[src/rtl/fetch_pkg.sv]
// Shared fetch-path types and constants: data widths, reset PC and the buffer entry layout.
// Imported by the fetch requester and its entry buffer.
package fetch_pkg;

  localparam int XLEN   = 32;
  localparam int INST_W = 32;
  localparam logic [XLEN-1:0] RESET_PC_DEFAULT = 32'h8000_0000;

  typedef struct packed {
    logic [XLEN-1:0]   pc;
    logic [INST_W-1:0] instr;
    logic              filled;
  } fetch_entry_t;

  // Instruction fetches are word granular; the low two address bits are dropped.
  function automatic logic [XLEN-1:0] word_align(input logic [XLEN-1:0] addr);
    return addr & ~XLEN'(3);
  endfunction

endpackage

[src/rtl/fetch_entry_buf.sv]
// Circular buffer of in-flight fetches with alloc/fill/head pointers; fills land in request order.
// Registered outputs only (no bypass); the caller owns flow control, flush clears every entry.
module fetch_entry_buf
  import fetch_pkg::*;
#(
  parameter int DEPTH = 4,
  localparam int IDX_W = $clog2(DEPTH),
  localparam int CNT_W = IDX_W + 1
) (
  input  logic              clk,
  input  logic              reset,
  input  logic              flush,
  input  logic              alloc_en,
  input  logic [XLEN-1:0]   alloc_pc,
  input  logic              fill_en,
  input  logic [INST_W-1:0] fill_instr,
  input  logic              free_en,
  output logic [XLEN-1:0]   head_pc,
  output logic [INST_W-1:0] head_instr,
  output logic              head_filled,
  output logic [CNT_W-1:0]  occupancy,
  output logic [CNT_W-1:0]  unfilled
);

  // Pointers carry one extra wrap bit so full and empty differ without a separate count.
  logic [CNT_W-1:0] alloc_ptr_q, alloc_ptr_d;
  logic [CNT_W-1:0] fill_ptr_q, fill_ptr_d;
  logic [CNT_W-1:0] head_ptr_q, head_ptr_d;
  fetch_entry_t     entry_q [DEPTH];
  fetch_entry_t     entry_d [DEPTH];

  always_comb begin
    alloc_ptr_d = alloc_ptr_q;
    fill_ptr_d  = fill_ptr_q;
    head_ptr_d  = head_ptr_q;
    entry_d     = entry_q;
    if (flush) begin
      alloc_ptr_d = '0;
      fill_ptr_d  = '0;
      head_ptr_d  = '0;
      for (int i = 0; i < DEPTH; i++) entry_d[i].filled = 1'b0;
    end else begin
      if (alloc_en) begin
        entry_d[alloc_ptr_q[IDX_W-1:0]].pc     = alloc_pc;
        entry_d[alloc_ptr_q[IDX_W-1:0]].filled = 1'b0;
        alloc_ptr_d = alloc_ptr_q + CNT_W'(1);
      end
      if (fill_en) begin
        entry_d[fill_ptr_q[IDX_W-1:0]].instr  = fill_instr;
        entry_d[fill_ptr_q[IDX_W-1:0]].filled = 1'b1;
        fill_ptr_d = fill_ptr_q + CNT_W'(1);
      end
      if (free_en) head_ptr_d = head_ptr_q + CNT_W'(1);
    end
  end

  always_ff @(posedge clk) begin
    if (reset) begin
      alloc_ptr_q <= '0;
      fill_ptr_q  <= '0;
      head_ptr_q  <= '0;
      for (int i = 0; i < DEPTH; i++) entry_q[i] <= '0;
    end else begin
      alloc_ptr_q <= alloc_ptr_d;
      fill_ptr_q  <= fill_ptr_d;
      head_ptr_q  <= head_ptr_d;
      entry_q     <= entry_d;
    end
  end

  assign occupancy   = alloc_ptr_q - head_ptr_q;
  assign unfilled    = alloc_ptr_q - fill_ptr_q;
  assign head_pc     = entry_q[head_ptr_q[IDX_W-1:0]].pc;
  assign head_instr  = entry_q[head_ptr_q[IDX_W-1:0]].instr;
  // A freed slot keeps its stale filled bit, so gate on occupancy.
  assign head_filled = entry_q[head_ptr_q[IDX_W-1:0]].filled && (occupancy != '0);

endmodule

[src/rtl/fetch_requester.sv]
// Issues sequential word fetches to the icache and presents in-order responses with their PC.
// Response-to-instruction latency is one cycle; redirects flush the buffer and drop stale responses.
module fetch_requester
  import fetch_pkg::*;
#(
  parameter logic [XLEN-1:0] RESET_PC = RESET_PC_DEFAULT,
  parameter int DEPTH = 4
) (
  input  logic              clk,
  input  logic              reset,
  input  logic              redirect_valid,
  input  logic [XLEN-1:0]   redirect_pc,
  output logic              req_valid,
  output logic [XLEN-1:0]   req_addr,
  input  logic              req_ready,
  input  logic              resp_valid,
  input  logic [INST_W-1:0] resp_instr,
  output logic              inst_valid,
  output logic [XLEN-1:0]   inst_pc,
  output logic [INST_W-1:0] inst_data,
  input  logic              inst_ready
);

  localparam int CNT_W = $clog2(DEPTH) + 1;
  localparam logic [CNT_W:0] DEPTH_LIM = (CNT_W + 1)'(DEPTH);

  logic [XLEN-1:0]  fetch_pc_q, fetch_pc_d;
  logic [CNT_W-1:0] drop_cnt_q, drop_cnt_d;
  logic [CNT_W-1:0] occupancy, unfilled;
  logic [CNT_W:0]   in_use;
  logic             req_fire, inst_fire, fill_en, head_filled;

  // Responses still owed for flushed requests count against the in-flight cap.
  assign in_use    = {1'b0, occupancy} + {1'b0, drop_cnt_q};
  assign req_valid = !reset && (in_use < DEPTH_LIM);
  assign req_addr  = fetch_pc_q;
  assign req_fire  = req_valid && req_ready;
  assign inst_valid = !reset && head_filled;
  assign inst_fire  = inst_valid && inst_ready;
  assign fill_en   = resp_valid && (drop_cnt_q == '0) && !redirect_valid;

  always_comb begin
    fetch_pc_d = fetch_pc_q;
    drop_cnt_d = drop_cnt_q;
    if (redirect_valid) begin
      fetch_pc_d = word_align(redirect_pc);
      drop_cnt_d = drop_cnt_q + unfilled + CNT_W'(req_fire) - CNT_W'(resp_valid);
    end else begin
      if (req_fire) fetch_pc_d = fetch_pc_q + XLEN'(4);
      if (resp_valid && (drop_cnt_q != '0)) drop_cnt_d = drop_cnt_q - CNT_W'(1);
    end
  end

  always_ff @(posedge clk) begin
    if (reset) begin
      fetch_pc_q <= RESET_PC;
      drop_cnt_q <= '0;
    end else begin
      fetch_pc_q <= fetch_pc_d;
      drop_cnt_q <= drop_cnt_d;
    end
  end

  fetch_entry_buf #(.DEPTH(DEPTH)) u_buf (
    .clk         (clk),
    .reset       (reset),
    .flush       (redirect_valid),
    .alloc_en    (req_fire),
    .alloc_pc    (fetch_pc_q),
    .fill_en     (fill_en),
    .fill_instr  (resp_instr),
    .free_en     (inst_fire),
    .head_pc     (inst_pc),
    .head_instr  (inst_data),
    .head_filled (head_filled),
    .occupancy   (occupancy),
    .unfilled    (unfilled)
  );

`ifndef SYNTHESIS
  a_resp_has_owner: assert property (@(posedge clk) disable iff (reset)
    (resp_valid && (drop_cnt_q == '0)) |-> (unfilled != '0));
  a_drop_bounded: assert property (@(posedge clk) disable iff (reset)
    drop_cnt_q <= CNT_W'(DEPTH));
`endif

endmodule

[config.mk]
export PLATFORM = sky130hd
export DESIGN_NAME = fetch_requester
export DESIGN_NICKNAME = d
export VERILOG_FILES = /design/src/rtl/fetch_pkg.sv /design/src/rtl/fetch_entry_buf.sv /design/src/rtl/fetch_requester.sv
export SDC_FILE = /design/constraint.sdc
export NUM_CORES = 1
export LEC_CHECK = 0
export CORE_ASPECT_RATIO = 1.2
export CORE_MARGIN = 4
export CORE_UTILIZATION = 50
export CTS_CLUSTER_DIAMETER = 50
export DETAILED_ROUTE_END_ITERATION = 10
export MAX_ROUTING_LAYER = met4
export PLACE_DENSITY = 0.76
export SLEW_MARGIN = 20
export SYNTH_ARGS = -nofsm -noshare
export SYNTH_HDL_FRONTEND = slang
export SYNTH_HIERARCHICAL = 1
export SYNTH_SLANG_ARGS = --single-unit
[constraint.sdc]
create_clock -name clk -period 3.55 [get_ports clk]
set_input_delay 0.355 -clock clk [delete_from_list [all_inputs] [get_ports clk]]
set_output_delay 0.355 -clock clk [all_outputs]
set_load 0.01 [all_outputs]
==> results.json <==
{
  "fp.dieW_microns": 158,
  "period_share": 0.951,
  "coreArea_sq_um": 26400,
  "drt-total-wl_microns": 35900,
  "grt_remaining_overflow": 0,
  "crit_path_cell_trace": "inv_1, fa_2, xnor2_2, xnor2_1, ha_2, nor4_2, buf_4, and2_1, dlygate4sd2_1",
  "tns_ns": 0,
  "initial_core_util": 0.510,
  "slew_headroom": 0.318,
  "slew_viol_final": 0,
  "synth_cells": 1542,
  "slowest_stage": "fa_2",
  "yosysTopAreaCellShare": 0.448,
  "grt_max_degree": 101,
  "ant_nets": 0,
  "placed_area_sq_um": 15200,
  "worst_slack_ns": 0.176,
  "synth_fa_ha_area_frac": 0.0226,
  "tritoncts": "done",
  "cp.required_ns": 3.19,
  "drc": 0,
  "place_hpwl_microns": 22200,
  "yosys_warnings": 6,
  "synth_compound_area_frac": 0.127,
  "synth_top_family_by_area": "simple AND/OR/NAND/NOR gates",
  "crit_fanout": 4,
  "ys_ff_latch": 302,
  "synthTopCellsByArea": "dfxtp_1 45%, nand2_1 15%, mux4_2 11%, a21oi_1 8.9%, a21oi_2 1.9%",
  "fin_worst_skew_ns": 0.0171,
  "critPathBufInv": 3,
  "end_kind": "primary output",
  "drt_first_pass_iters": 8,
  "synthMuxAreaShare": 0.114,
  "start_kind": "flop",
  "status": "finished, final reports clean",
  "final_hold_viol_count": 0,
  "syn_area_sq_um": 13500,
  "h-tree-depth": 2,
  "pin_count": 168,
  "r2r_cells": 10,
  "fmax_mhz": 296,
  "fill_cells": 2180,
  "synthFlopType": "dfxtp_1",
  "path_class": "reg2out",
  "finalCriticalPeriod_ns": 3.37,
  "grt_pass1_vias": 11200,
  "dpl_worst_slack_ns": 0.184,
  "grt_pass1_wl_microns": 57400,
  "ys_types": 50,
  "die_h_microns": 188,
  "die-area_sq_um": 29700,
  "syn_to_final_growth_pct": 21.8,
  "postLayoutCoreUtil": 0.621,
  "synth.avg_cell_area_sq_um": 8.74,
  "synth-async-reset-ratio": 0,
  "worst_hold_path_type": "in2reg",
  "synthSimpleGateAreaFrac": 0.209,
  "rows": 65,
  "clkSinkCount": 302,
  "reg2reg_slack_ns": 0.18,
  "worstReg2RegStart": "u_buf/alloc_ptr_q[1]",
  "vias_per_cell": 5.57,
  "min_path_cells": 2,
  "synth-xor-area-share": 0.0234,
  "maxCapViolCount": 0,
  "cts-root-buf": "clkbuf_16",
  "synth_top_area_cell": "dfxtp_1",
  "antenna_found_initial": 1,
  "final_layout_size_suffix_gt1_frac": 0.123,
  "cts_buffer_depth": 3,
  "drt-wirelength-per-cell_microns": 17.7,
  "path_clk_slew_ns": 0.06,
  "hold_end": "drop_cnt_q[1]",
  "min_from": "reset",
  "tightest_slew_ns": 1.02,
  "ys_seq_area_frac": 0.448,
  "nets": 1756,
  "first_iter_violations": 762,
  "grtUsageTotal": 0.245,
  "vias": 11300,
  "clock_latency_ns": 0.51,
  "final_area_sq_um": 16400,
  "setup_violations": 0,
  "synth_edf_count": 0,
  "r2r-end": "req_addr[20]",
  "cts_buffers": 35,
  "ir_worst_vdd_uv": 446,
  "critical_path.startpoint": "u_buf/alloc_ptr_q[1]",
  "leakage_nw": 5.45,
  "crit_arrival_ns": 3.02,
  "gp_congestion": 0.857,
  "cellPowerDensity_nw_per_um2": 487,
  "cp_top_family": "adder cells",
  "cp_slowest_stage_delay_ns": 0.43,
  "port-buffer-count": 163
}
[where the power goes]
group / internal (W) / total (W) / switching, W
clock: 0.00227 / 0.00367 / 0.00141
combinational: 0.000357 / 0.000749 / 0.000392
sequential: 0.00346 / 0.00357 / 0.000108
[kinds of logic after synthesis]
kind of cell,after synthesis
compound gates,304
xor+xnor,36
flops,302
mux,72
buf+inv,140
other cells,1
simple gates,665
fa+ha+maj,22
[metrics by stage]
| stage | total power [W] | cells | hold WS, ns |
|---|---|---|---|
| CTS | 0.00806 | 2022 | 0.0593 |
| floorplan | 0.00404 | 1551 | 0.430 |
| finish | 0.00799 | 2024 | 0.0824 |
| global route | 0.00828 | 2024 | 0.0764 |
| detailed placement | 0.00439 | 1959 | 0.445 |
| global placement | 0.00437 | 1959 | 0.438 |
[cells in the final DEF (no fill, tap or decap), types with 9 or more instances in the layout]
master / n
nand2_1: 547
dfxtp_1: 300
a21oi_1: 239
clkdlybuf4s50_1: 161
mux4_2: 65
clkbuf_16: 37
nor2_1: 33
a21oi_2: 30
buf_4: 24
xnor2_1: 23
inv_1: 21
ha_1: 17
nand3_1: 13
nand4_1: 12
xor2_1: 12
a211oi_1: 12
conb_1: 10
and3_1: 9
clkinv_2: 9
[routing by layer]
metal	global-route usage	routed length (microns)	vias up	part of all wire
met5	-	0	-	0
met4	0.0897	1390	0	0.039
met3	0.0422	2490	86	0.069
met2	0.414	18100	383	0.51
met1	0.292	13800	5352	0.39
li1	-	-	5449	-
[cells in the mapped netlist (13+ instances only)]
cell      count
xnor2_1      24
dfxtp_1     302
nand2_1     547
ha_1         18
a21oi_2      30
inv_1        22
buf_4        28
nor2_1       33
nand3_1      13
mux4_2       65
clkbuf_1     33
a21oi_1     239
buf_2        47
[what timing repair did]
item | CTS | global route
setup endpoints to repair | 1 | 8
hold endpoints to repair | 0 | 0
hold buffers | 0 | 0
gates resized for setup | 1 | 6
pin swaps | 2 | 3
setup buffers | 2 | 1
[sequential cells by signal, indices dropped and copies added (netlist names)]
| register | count |
|---|---|
| u_buf/entry_q | 260 |
| req_addr | 30 |
| drop_cnt_q | 3 |
| u_buf/alloc_ptr_q | 3 |
| u_buf/fill_ptr_q | 3 |
| u_buf/head_ptr_q | 3 |
[cell type report]
| cell class | instances | area, sq um | share of cell area |
|---|---|---|---|
| multi-input cells | 1109 | 6740 | 0.410 |
| clock buffers | 44 | 982 | 0.0598 |
| clock inverters | 17 | 210 | 0.0128 |
| diodes | 1 | 2.50 | 0.000152 |
| inverters | 22 | 82.6 | 0.00503 |
| repair buffers | 194 | 1940 | 0.118 |
| flip-flops and latches | 302 | 6050 | 0.369 |
| well taps | 335 | 419 | 0.0255 |
[worst max-delay path by stage]
stage	end	slack [ns]	cells after the start
final	req_valid	0.18	9
after global routing	drop_cnt_q[2]	-0.03	14
after CTS	inst_pc[31]	0.06	4
after detailed placement	drop_cnt_q[2]	0.18	15
after global placement	drop_cnt_q[2]	0.24	15
after floorplan	drop_cnt_q[2]	0.05	15
(Power assumes the default switching activity.)
